**src/rtl/alu_exec_stage.sv**
```systemverilog
// Execute stage behind the 8x16 register file: single-cycle ALU ops, iterative
// shift-add MUL and restoring DIV/MOD, one-cycle write-back strobe and status flags.
module alu_exec_stage #(
  parameter int DATA_W = 16,
  parameter int ADDR_W = 3
) (
  input  logic              clk,
  input  logic              rst_n,
  input  logic              ex_valid,
  output logic              ex_ready,
  input  logic [3:0]        ex_opcode,
  input  logic [DATA_W-1:0] ex_op1,
  input  logic [DATA_W-1:0] ex_op2,
  input  logic [ADDR_W-1:0] ex_dest,
  output logic              wb_load,
  output logic [ADDR_W-1:0] wb_addr,
  output logic [DATA_W-1:0] wb_data,
  output logic              flag_z,
  output logic              flag_n,
  output logic              flag_c,
  output logic              flag_v,
  output logic              div_zero,
  output logic              illegal_op,
  output logic              busy
);

  localparam int CNT_W = $clog2(DATA_W);
  localparam int SH_W  = $clog2(DATA_W);
  localparam logic [CNT_W-1:0] CNT_LAST = CNT_W'(DATA_W - 1);

  localparam logic [1:0] S_IDLE = 2'd0;
  localparam logic [1:0] S_EXEC = 2'd1;
  localparam logic [1:0] S_ITER = 2'd2;
  localparam logic [1:0] S_WB   = 2'd3;

  localparam logic [3:0] OP_ADD = 4'd0;
  localparam logic [3:0] OP_SUB = 4'd1;
  localparam logic [3:0] OP_AND = 4'd2;
  localparam logic [3:0] OP_OR  = 4'd3;
  localparam logic [3:0] OP_XOR = 4'd4;
  localparam logic [3:0] OP_NOT = 4'd5;
  localparam logic [3:0] OP_SHL = 4'd6;
  localparam logic [3:0] OP_SHR = 4'd7;
  localparam logic [3:0] OP_MUL = 4'd8;
  localparam logic [3:0] OP_DIV = 4'd9;
  localparam logic [3:0] OP_MOD = 4'd10;
  localparam logic [3:0] OP_MOV = 4'd11;
  localparam logic [3:0] OP_CMP = 4'd12;

  logic [1:0]        r_state;
  logic [CNT_W-1:0]  r_cnt;
  logic [3:0]        r_op;
  logic [ADDR_W-1:0] r_dest;
  logic [DATA_W-1:0] r_a;    // multiplicand / dividend shifting into quotient
  logic [DATA_W-1:0] r_b;    // multiplier / divisor
  logic [DATA_W-1:0] r_acc;  // product / partial remainder
  logic              r_wb_load;
  logic [ADDR_W-1:0] r_wb_addr;
  logic [DATA_W-1:0] r_wb_data;
  logic              r_z, r_n, r_c, r_v, r_div_zero, r_illegal;

  // Single-cycle datapath, evaluated directly on the issue inputs.
  logic [DATA_W:0]   w_sum, w_diff, w_shl, w_shr;
  logic [DATA_W-1:0] w_res;
  logic              w_c, w_v, w_write, w_upd, w_dz, w_ill, w_is_iter;

  assign w_sum  = {1'b0, ex_op1} + {1'b0, ex_op2};
  assign w_diff = {1'b0, ex_op1} - {1'b0, ex_op2};
  assign w_shl  = {1'b0, ex_op1} << ex_op2[SH_W-1:0];
  assign w_shr  = {ex_op1, 1'b0} >> ex_op2[SH_W-1:0];
  assign w_is_iter = (ex_opcode == OP_MUL) ||
                     (((ex_opcode == OP_DIV) || (ex_opcode == OP_MOD)) && (ex_op2 != '0));

  always_comb begin
    // NOTE: every signal gets a default first so no path through the case infers a latch.
    w_res   = '0;
    w_c     = 1'b0;
    w_v     = 1'b0;
    w_write = 1'b1;
    w_upd   = 1'b1;
    w_dz    = 1'b0;
    w_ill   = 1'b0;
    case (ex_opcode)
      OP_ADD: begin
        w_res = w_sum[DATA_W-1:0];
        w_c   = w_sum[DATA_W];
        w_v   = (ex_op1[DATA_W-1] == ex_op2[DATA_W-1]) && (w_sum[DATA_W-1] != ex_op1[DATA_W-1]);
      end
      OP_SUB, OP_CMP: begin
        w_res   = w_diff[DATA_W-1:0];
        w_c     = w_diff[DATA_W];
        w_v     = (ex_op1[DATA_W-1] != ex_op2[DATA_W-1]) && (w_diff[DATA_W-1] != ex_op1[DATA_W-1]);
        w_write = (ex_opcode == OP_SUB);
      end
      OP_AND: w_res = ex_op1 & ex_op2;
      OP_OR:  w_res = ex_op1 | ex_op2;
      OP_XOR: w_res = ex_op1 ^ ex_op2;
      OP_NOT: w_res = ~ex_op1;
      OP_SHL: begin
        w_res = w_shl[DATA_W-1:0];
        w_c   = w_shl[DATA_W];
      end
      OP_SHR: begin
        w_res = w_shr[DATA_W:1];
        w_c   = w_shr[0];
      end
      OP_MUL: w_res = '0;
      OP_DIV: begin
        w_res = '1;
        w_dz  = (ex_op2 == '0);
      end
      OP_MOD: begin
        w_res = ex_op1;
        w_dz  = (ex_op2 == '0);
      end
      OP_MOV: w_res = ex_op2;
      default: begin
        w_write = 1'b0;
        w_upd   = 1'b0;
        w_ill   = 1'b1;
      end
    endcase
  end

  // One iteration step of the multiply / restoring divide.
  logic [DATA_W-1:0] w_mul_acc, w_rem_sub, w_rem_next, w_quo_next, w_iter_res;
  logic [DATA_W:0]   w_rem_sh;
  logic              w_rem_ge;

  assign w_mul_acc  = r_b[0] ? (r_acc + r_a) : r_acc;
  assign w_rem_sh   = {r_acc, r_a[DATA_W-1]};
  assign w_rem_ge   = (w_rem_sh >= {1'b0, r_b});
  assign w_rem_sub  = w_rem_sh[DATA_W-1:0] - r_b;
  assign w_rem_next = w_rem_ge ? w_rem_sub : w_rem_sh[DATA_W-1:0];
  assign w_quo_next = {r_a[DATA_W-2:0], w_rem_ge};
  assign w_iter_res = (r_op == OP_MUL) ? w_mul_acc :
                      (r_op == OP_DIV) ? w_quo_next : w_rem_next;

  always_ff @(posedge clk) begin
    // NOTE: registered state uses non-blocking assignment so every flop samples pre-edge values.
    if (!rst_n) begin
      r_state    <= S_IDLE;
      r_cnt      <= '0;
      r_op       <= '0;
      r_dest     <= '0;
      r_a        <= '0;
      r_b        <= '0;
      r_acc      <= '0;
      r_wb_load  <= 1'b0;
      r_wb_addr  <= '0;
      r_wb_data  <= '0;
      r_z        <= 1'b0;
      r_n        <= 1'b0;
      r_c        <= 1'b0;
      r_v        <= 1'b0;
      r_div_zero <= 1'b0;
      r_illegal  <= 1'b0;
    end else begin
      r_wb_load <= 1'b0;
      case (r_state)
        S_IDLE: if (ex_valid) begin
          r_op   <= ex_opcode;
          r_dest <= ex_dest;
          if (w_is_iter) begin
            r_state <= S_ITER;
            r_a     <= ex_op1;
            r_b     <= ex_op2;
            r_acc   <= '0;
            r_cnt   <= '0;
          end else begin
            r_state <= S_EXEC;
            if (w_write) begin
              r_wb_load <= 1'b1;
              r_wb_addr <= ex_dest;
              r_wb_data <= w_res;
            end
            if (w_upd) begin
              r_z <= (w_res == '0);
              r_n <= w_res[DATA_W-1];
              r_c <= w_c;
              r_v <= w_v;
            end
            if (w_dz)  r_div_zero <= 1'b1;
            if (w_ill) r_illegal  <= 1'b1;
          end
        end
        S_ITER: begin
          if (r_op == OP_MUL) begin
            r_acc <= w_mul_acc;
            r_a   <= r_a << 1;
            r_b   <= r_b >> 1;
          end else begin
            r_acc <= w_rem_next;
            r_a   <= w_quo_next;
          end
          r_cnt <= r_cnt + CNT_W'(1);
          if (r_cnt == CNT_LAST) begin
            r_state   <= S_WB;
            r_cnt     <= '0;
            r_wb_load <= 1'b1;
            r_wb_addr <= r_dest;
            r_wb_data <= w_iter_res;
            r_z       <= (w_iter_res == '0);
            r_n       <= w_iter_res[DATA_W-1];
            r_c       <= 1'b0;
            r_v       <= 1'b0;
          end
        end
        default: r_state <= S_IDLE;  // EXEC and WB last one cycle
      endcase
    end
  end

  assign ex_ready   = (r_state == S_IDLE);
  assign busy       = (r_state != S_IDLE);
  assign wb_load    = r_wb_load;
  assign wb_addr    = r_wb_addr;
  assign wb_data    = r_wb_data;
  assign flag_z     = r_z;
  assign flag_n     = r_n;
  assign flag_c     = r_c;
  assign flag_v     = r_v;
  assign div_zero   = r_div_zero;
  assign illegal_op = r_illegal;

endmodule
```
**config.mk**
```make
export PLATFORM = sky130hd
export DESIGN_NAME = alu_exec_stage
export DESIGN_NICKNAME = d
export VERILOG_FILES = /design/src/rtl/alu_exec_stage.sv
export SDC_FILE = /design/constraint.sdc
export NUM_CORES = 1
export LEC_CHECK = 0
export CAP_MARGIN = 20
export CELL_PAD_IN_SITES_DETAIL_PLACEMENT = 2
export CELL_PAD_IN_SITES_GLOBAL_PLACEMENT = 2
export CORE_MARGIN = 2
export CORE_UTILIZATION = 35
export DETAILED_ROUTE_END_ITERATION = 10
export PLACE_DENSITY_LB_ADDON = 0.1
export SYNTH_ARGS = -nofsm -noshare
export SYNTH_HDL_FRONTEND = slang
export SYNTH_SLANG_ARGS = --single-unit
export TNS_END_PERCENT = 20
```
**constraint.sdc**
```tcl
create_clock -name clk -period 5.4 [get_ports clk]
set_input_delay 1.35 -clock clk [delete_from_list [all_inputs] [get_ports clk]]
set_output_delay 1.35 -clock clk [all_outputs]
set_load 0.005 [all_outputs]
```
======== Yosys cells after proc, flatten, opt, wreduce, memory -nomap -nowiden ========
Index checks and enable logic that the tools add are counted.
word-level totals
  RAM bits ................................ 0
  ROM bits ................................ 0
  input port bits ......................... 42
  register bits after elaboration ......... 87
  output and inout port bits .............. 28
  logic and storage cells ................. 146
  latch bits .............................. 0
  memories kept ........................... 0
operators by class
  div/mod/pow operators ................... 0
  $mul .................................... 0
  eq/ne operators ......................... 27
  multiplexer cells ....................... 64
  reduce and logical (&&, ||, !) cells .... 25
  bitwise gates (word level) .............. 6
  shift operators ......................... 2
  add/sub/neg operators ................... 5
  $lt $le $gt $ge ......................... 1
operators by type and width
  kind                number
  $mux 16             16
  $pmux 16 s11        1
  $pmux 16 s2         4
  $logic_not 16->1    3
  $eq 4x4->1 const B  8
  $mux 1              22
  $add 16x16->17      1
  $ge 17x16->1        1
  $shl 16x4->17       1
  $shr 17x4->17       1
  $sub 16x16->17      1
  $add 16x16->16      1
  $and 16x16->16      1
  $eq 4x3->1 const B  4
  $not 16->16         1
  $or 16x16->16       1
  $reduce_bool 16->1  1
  $sub 16x16->16      1
  $xor 16x16->16      1
  $pmux 1 s2          7
  $reduce_or 13->1    1
  $mux 3              4
  $mux 4              3
  $reduce_and 4->1    3
  other kinds (24)    42

======== Logic depth before layout (Yosys ltp) ========
  word-level depth ........................ 8
  gate-level depth with buffers ........... 16
  mapped depth without buffers ............ 15

======== Worst setup path after synthesis ========
OpenSTA, ideal clock, no wires.
  path type ............................... in2reg
  start ................................... input ex_op2[2]
  end ..................................... register r_z (netlist: flag_z)
  buffers on the path ..................... 2
  setup time .............................. 59 ps
  stages .................................. 14
  required time ........................... 5341 ps
  arrival time ............................ 4315 ps
  path slack .............................. 1026 ps
  cell sequence ........................... inv_1 clkbuf_1 ha_1 clkbuf_1 or4_1 a31oi_1 o41a_1 o41ai_1 o32a_1 nor3_1 nor3b_1 nand4_1 nand2_1 a31o_1
on the way
  longest elaborated chain between the ends .. 7
  elaborated cells between the ends (all ways) .. 18
  those cells by class .................... add/sub: 2; eq/ne: 1; shift: 2; mux: 5; bitwise: 3; reduce/logical: 5
RTL lines
  what                                    line  source
  start: declaration                      13    input logic [DATA_W-1:0] ex_op2,
  $sub 16x16->17 (tied with other cells)  68    assign w_diff = {1'b0, ex_op1} - {1'b0, ex_op2};
  $pmux 16 s11                            83    case (ex_opcode)
  $logic_not 16->1                        178   r_z <= (w_res == '0);
  $mux 1                                  177   if (w_upd) begin
  $mux 1                                  164   if (w_is_iter) begin
  $mux 1                                  161   S_IDLE: if (ex_valid) begin
  $pmux 1 s2                              160   case (r_state)
  end signal: assignment                  178
  end signal: assignment                  203   r_z <= (w_iter_res == '0);
  end: declaration                        60    logic r_z, r_n, r_c, r_v, r_div_zero, r_illegal;
Parallel ways exist; a longest one is shown, timed or not. The select of a mux whose other input is x is not followed.
A chain may end at the register's enable or synchronous reset.

======== Worst setup path after layout ========
  start ................................... input ex_op1[0]
  end ..................................... register r_z (netlist: flag_z)
on the way
  longest elaborated chain between the ends .. 7
  elaborated cells between the ends (all ways) .. 14
  those cells by class .................... add/sub: 2; shift: 2; mux: 5; bitwise: 4; reduce/logical: 1
RTL lines
  what                                    line  source
  start: declaration                      12    input logic [DATA_W-1:0] ex_op1,
  $sub 16x16->17 (tied with other cells)  68
  $pmux 16 s11 *                          83
  $logic_not 16->1 *                      178
  $mux 1 *                                177
  $mux 1 *                                164
  $mux 1 *                                161
  $pmux 1 s2 *                            160
Mark *: on every way between the ends. The rest lies on a longest branch, timed or not. The select of a mux whose other input is x is not followed.

==> run metrics <==
initial DRC count 1140; syn nets 1632; crit path time final 4.97 ns; DP Wirelength 42800 µm; unrepaired setup endpoints after global routing no; worst hold path startpoint r_dest[0]; Resized Gates After CTS 0; clock skew 0.0102 ns; Critical R2R Launch r_a[15]; clk sinks 87; drt wl/cell 27.8 µm; mapped cell area 10700 µm²; Slowest-stage cell, CP clkdlybuf4s50_1; worst-skew pair later-pin latency 0.37 ns; drt total wl 54100 µm; WP data arrival 5.28 ns; crit path from ex_op1[0]; H-tree levels 3; Post-Syn Area per Cell 7.10 µm²; Cells after Synth 1502; Core ar. 29800 µm²; Final Cycle Share 0.920; most common cell after layout, fill and taps aside nand2_1; die footprint 31900 µm²; Sum Neg Setup Slack 0 ns; drc violations 0; worst reg-to-reg path cell count 13; Post-synth EDFFs 0; Post-CTS Setup Bufs 0; GPL Wtd Cong 1.02; Worst IR Drop VDD 0.148 mV; buffer depth of the longest clock path 2; Hold EP r_dest[0]; Data required, critical path 5.71 ns; outcome finished clean; number of buffers created by CTS 9; initial antenna violation count 0; maxcap violations 0; total power 2710 µW; Worst Setup Start Kind input port; Final Hold Vio Count 0; Vias 12400; Yosys cell types 88; Die Span X 179 µm; worst min path class flip-flop to flip-flop; Slew Viols, Final 0; Synth Register Bits 87; row cnt 63; CTS tree done; Synth async-reset ratio 0; Setup violations, final 0; Avg Vias per Cell 6.40; CP max FO 4; Ports 70; PwrDens 219 nW/µm²; pre-CTS WS 0.146 ns; Final nets 1676; Root Buffer clkbuf_16; synth-to-layout area growth 15.7%; Final WS setup 0.433 ns; Syn. warnings 0; vias in the first global route 12800; Slew @ Worst Pin 1.11 ns; Setup CP Type input port to flip-flop; CP max stage delay 0.62 ns; I/O Buffers 69; Max-slew headroom 0.261; crit-path cells clkdlybuf4s50_1 > inv_1 > ha_1 > inv_1 > fa_1 > nor3b_1 > o31ai_1 > a31oi_1 > nor2_1 > a221o_1 > a211oi_1 > nand2_1 > nor4_1 > nand4_1 > nand2_1 > a31o_1; Leakage Power 0.00494 µW; clock-pin slew on the worst setup and hold paths 0.07 ns; pin count of the biggest net entering global routing 79; share of layout cells above drive strength 1 0.101; Overflow after GRT 0; Finished Core Util 0.414; hold depth 2; CP Capture Type flip-flop; DRT antenna net count 0; TritonRoute pass-1 iters 5; Die H 179 µm; Initial Util 0.358; sequential share of the synthesized area 0.163; GRT Util Overall 0.341; first-pass GRT wire length 81400 µm; R2R setup slack 1.13 ns; Main synth FF type dfxtp_1; most frequent cells in the layout 172 x nand2_1, 160 x nor2_1, 121 x a21oi_1, 87 x dfxtp_1, 84 x ha_1; f_max 0.201 GHz; Reg-to-Reg End flag_z; post-cts hold buffer count 0
through the flow:
stage          instance area [µm²]  std cells  hold WS (ns)
4_1_cts                      12300       1941         0.465
3_5_place_dp                 12100       1925         0.454
5_1_grt                      12300       1941         0.492
6_report                     12300       1942         0.464
2_1_floorplan                10700       1502         0.436
3_3_place_gp                 12100       1925         0.444
kinds of logic (layout without fill, tap and decap cells):
logic type | after synthesis | count (layout) | share of synthesized area
AND/OR/NAND/NOR | 531 | 531 | 0.233
AO/OA/AOI/OAI | 492 | 492 | 0.312
buffers and inverters | 201 | 250 | 0.0719
adder cells (fa/ha/maj) | 88 | 88 | 0.106
flip-flops | 87 | 87 | 0.163
multiplexers | 73 | 73 | 0.0899
XOR/XNOR | 30 | 30 | 0.0246
other | 0 | 1 | 0
cell usage after synthesis (23+ instances only):
master	number	share of area
nor2_1	161	0.057
o21ai_0	69	0.032
nand2_1	172	0.061
mux2i_1	44	0.041
dfxtp_1	87	0.16
nand2b_1	25	0.015
o211ai_1	46	0.032
a211oi_1	34	0.024
xnor2_1	23	0.019
nor3_1	33	0.015
clkbuf_1	104	0.037
ha_1	84	0.099
inv_1	77	0.027
a21oi_1	122	0.057
nand3_1	31	0.015
critical path, delay by kind of cell:
family | cells | cell delay, ns
simple gates | 6 | 1.28
fa+ha+maj | 2 | 0.44
compound gates | 5 | 1.38
buf+inv | 3 | 0.83
how the worst max path moves through the flow:
| stage | end | slack [ns] | cells after the start |
|---|---|---|---|
| floorplan | flag_z | 1.03 | 14 |
| global route | flag_z | 0.11 | 16 |
| finish | flag_z | 0.43 | 16 |
| global placement | flag_z | 0.37 | 16 |
| detailed placement | flag_z | 0.15 | 16 |
| CTS | flag_z | 0.51 | 16 |
final cells by class:
class	count	area, µm²
Antenna cell	1	2.50
Clock buffer	10	229
Clock inverter	6	52.6
Fill cell	3522	17500
Inverter	81	305
Multi-Input combinational cell	1214	8190
Sequential cell	87	1740
Tap cell	390	488
Timing Repair Buffer	153	1340
sequential cells by signal (all words and copies together), names as in the netlist:
signal / count
r_op: 4
r_acc: 16
r_b: 16
r_state: 2
r_dest: 3
wb_load: 1
wb_addr: 3
flag_v: 1
r_a: 16
illegal_op: 1
wb_data: 16
flag_n: 1
div_zero: 1
r_cnt: 4
flag_z: 1
flag_c: 1
per-layer routing:
metal / share of wire / up-vias / global-route usage
li1: - / 5609 / -
met1: 0.46 / 6317 / 0.472
met2: 0.44 / 449 / 0.535
met3: 0.073 / 57 / 0.0840
met4: 0.020 / 0 / 0.0735
met5: 0 / - / 0
power breakdown:
| part | internal (µW) | leakage, µW | total [µW] | switching (µW) |
|---|---|---|---|---|
| registers | 681 | 0.000709 | 721 | 39.7 |
| clock network | 320 | 0.000132 | 632 | 312 |
| logic | 504 | 0.00410 | 1360 | 852 |
| total | 1510 | 0.00494 | 2710 | 1200 |
Power figures use the tool's default switching activity.
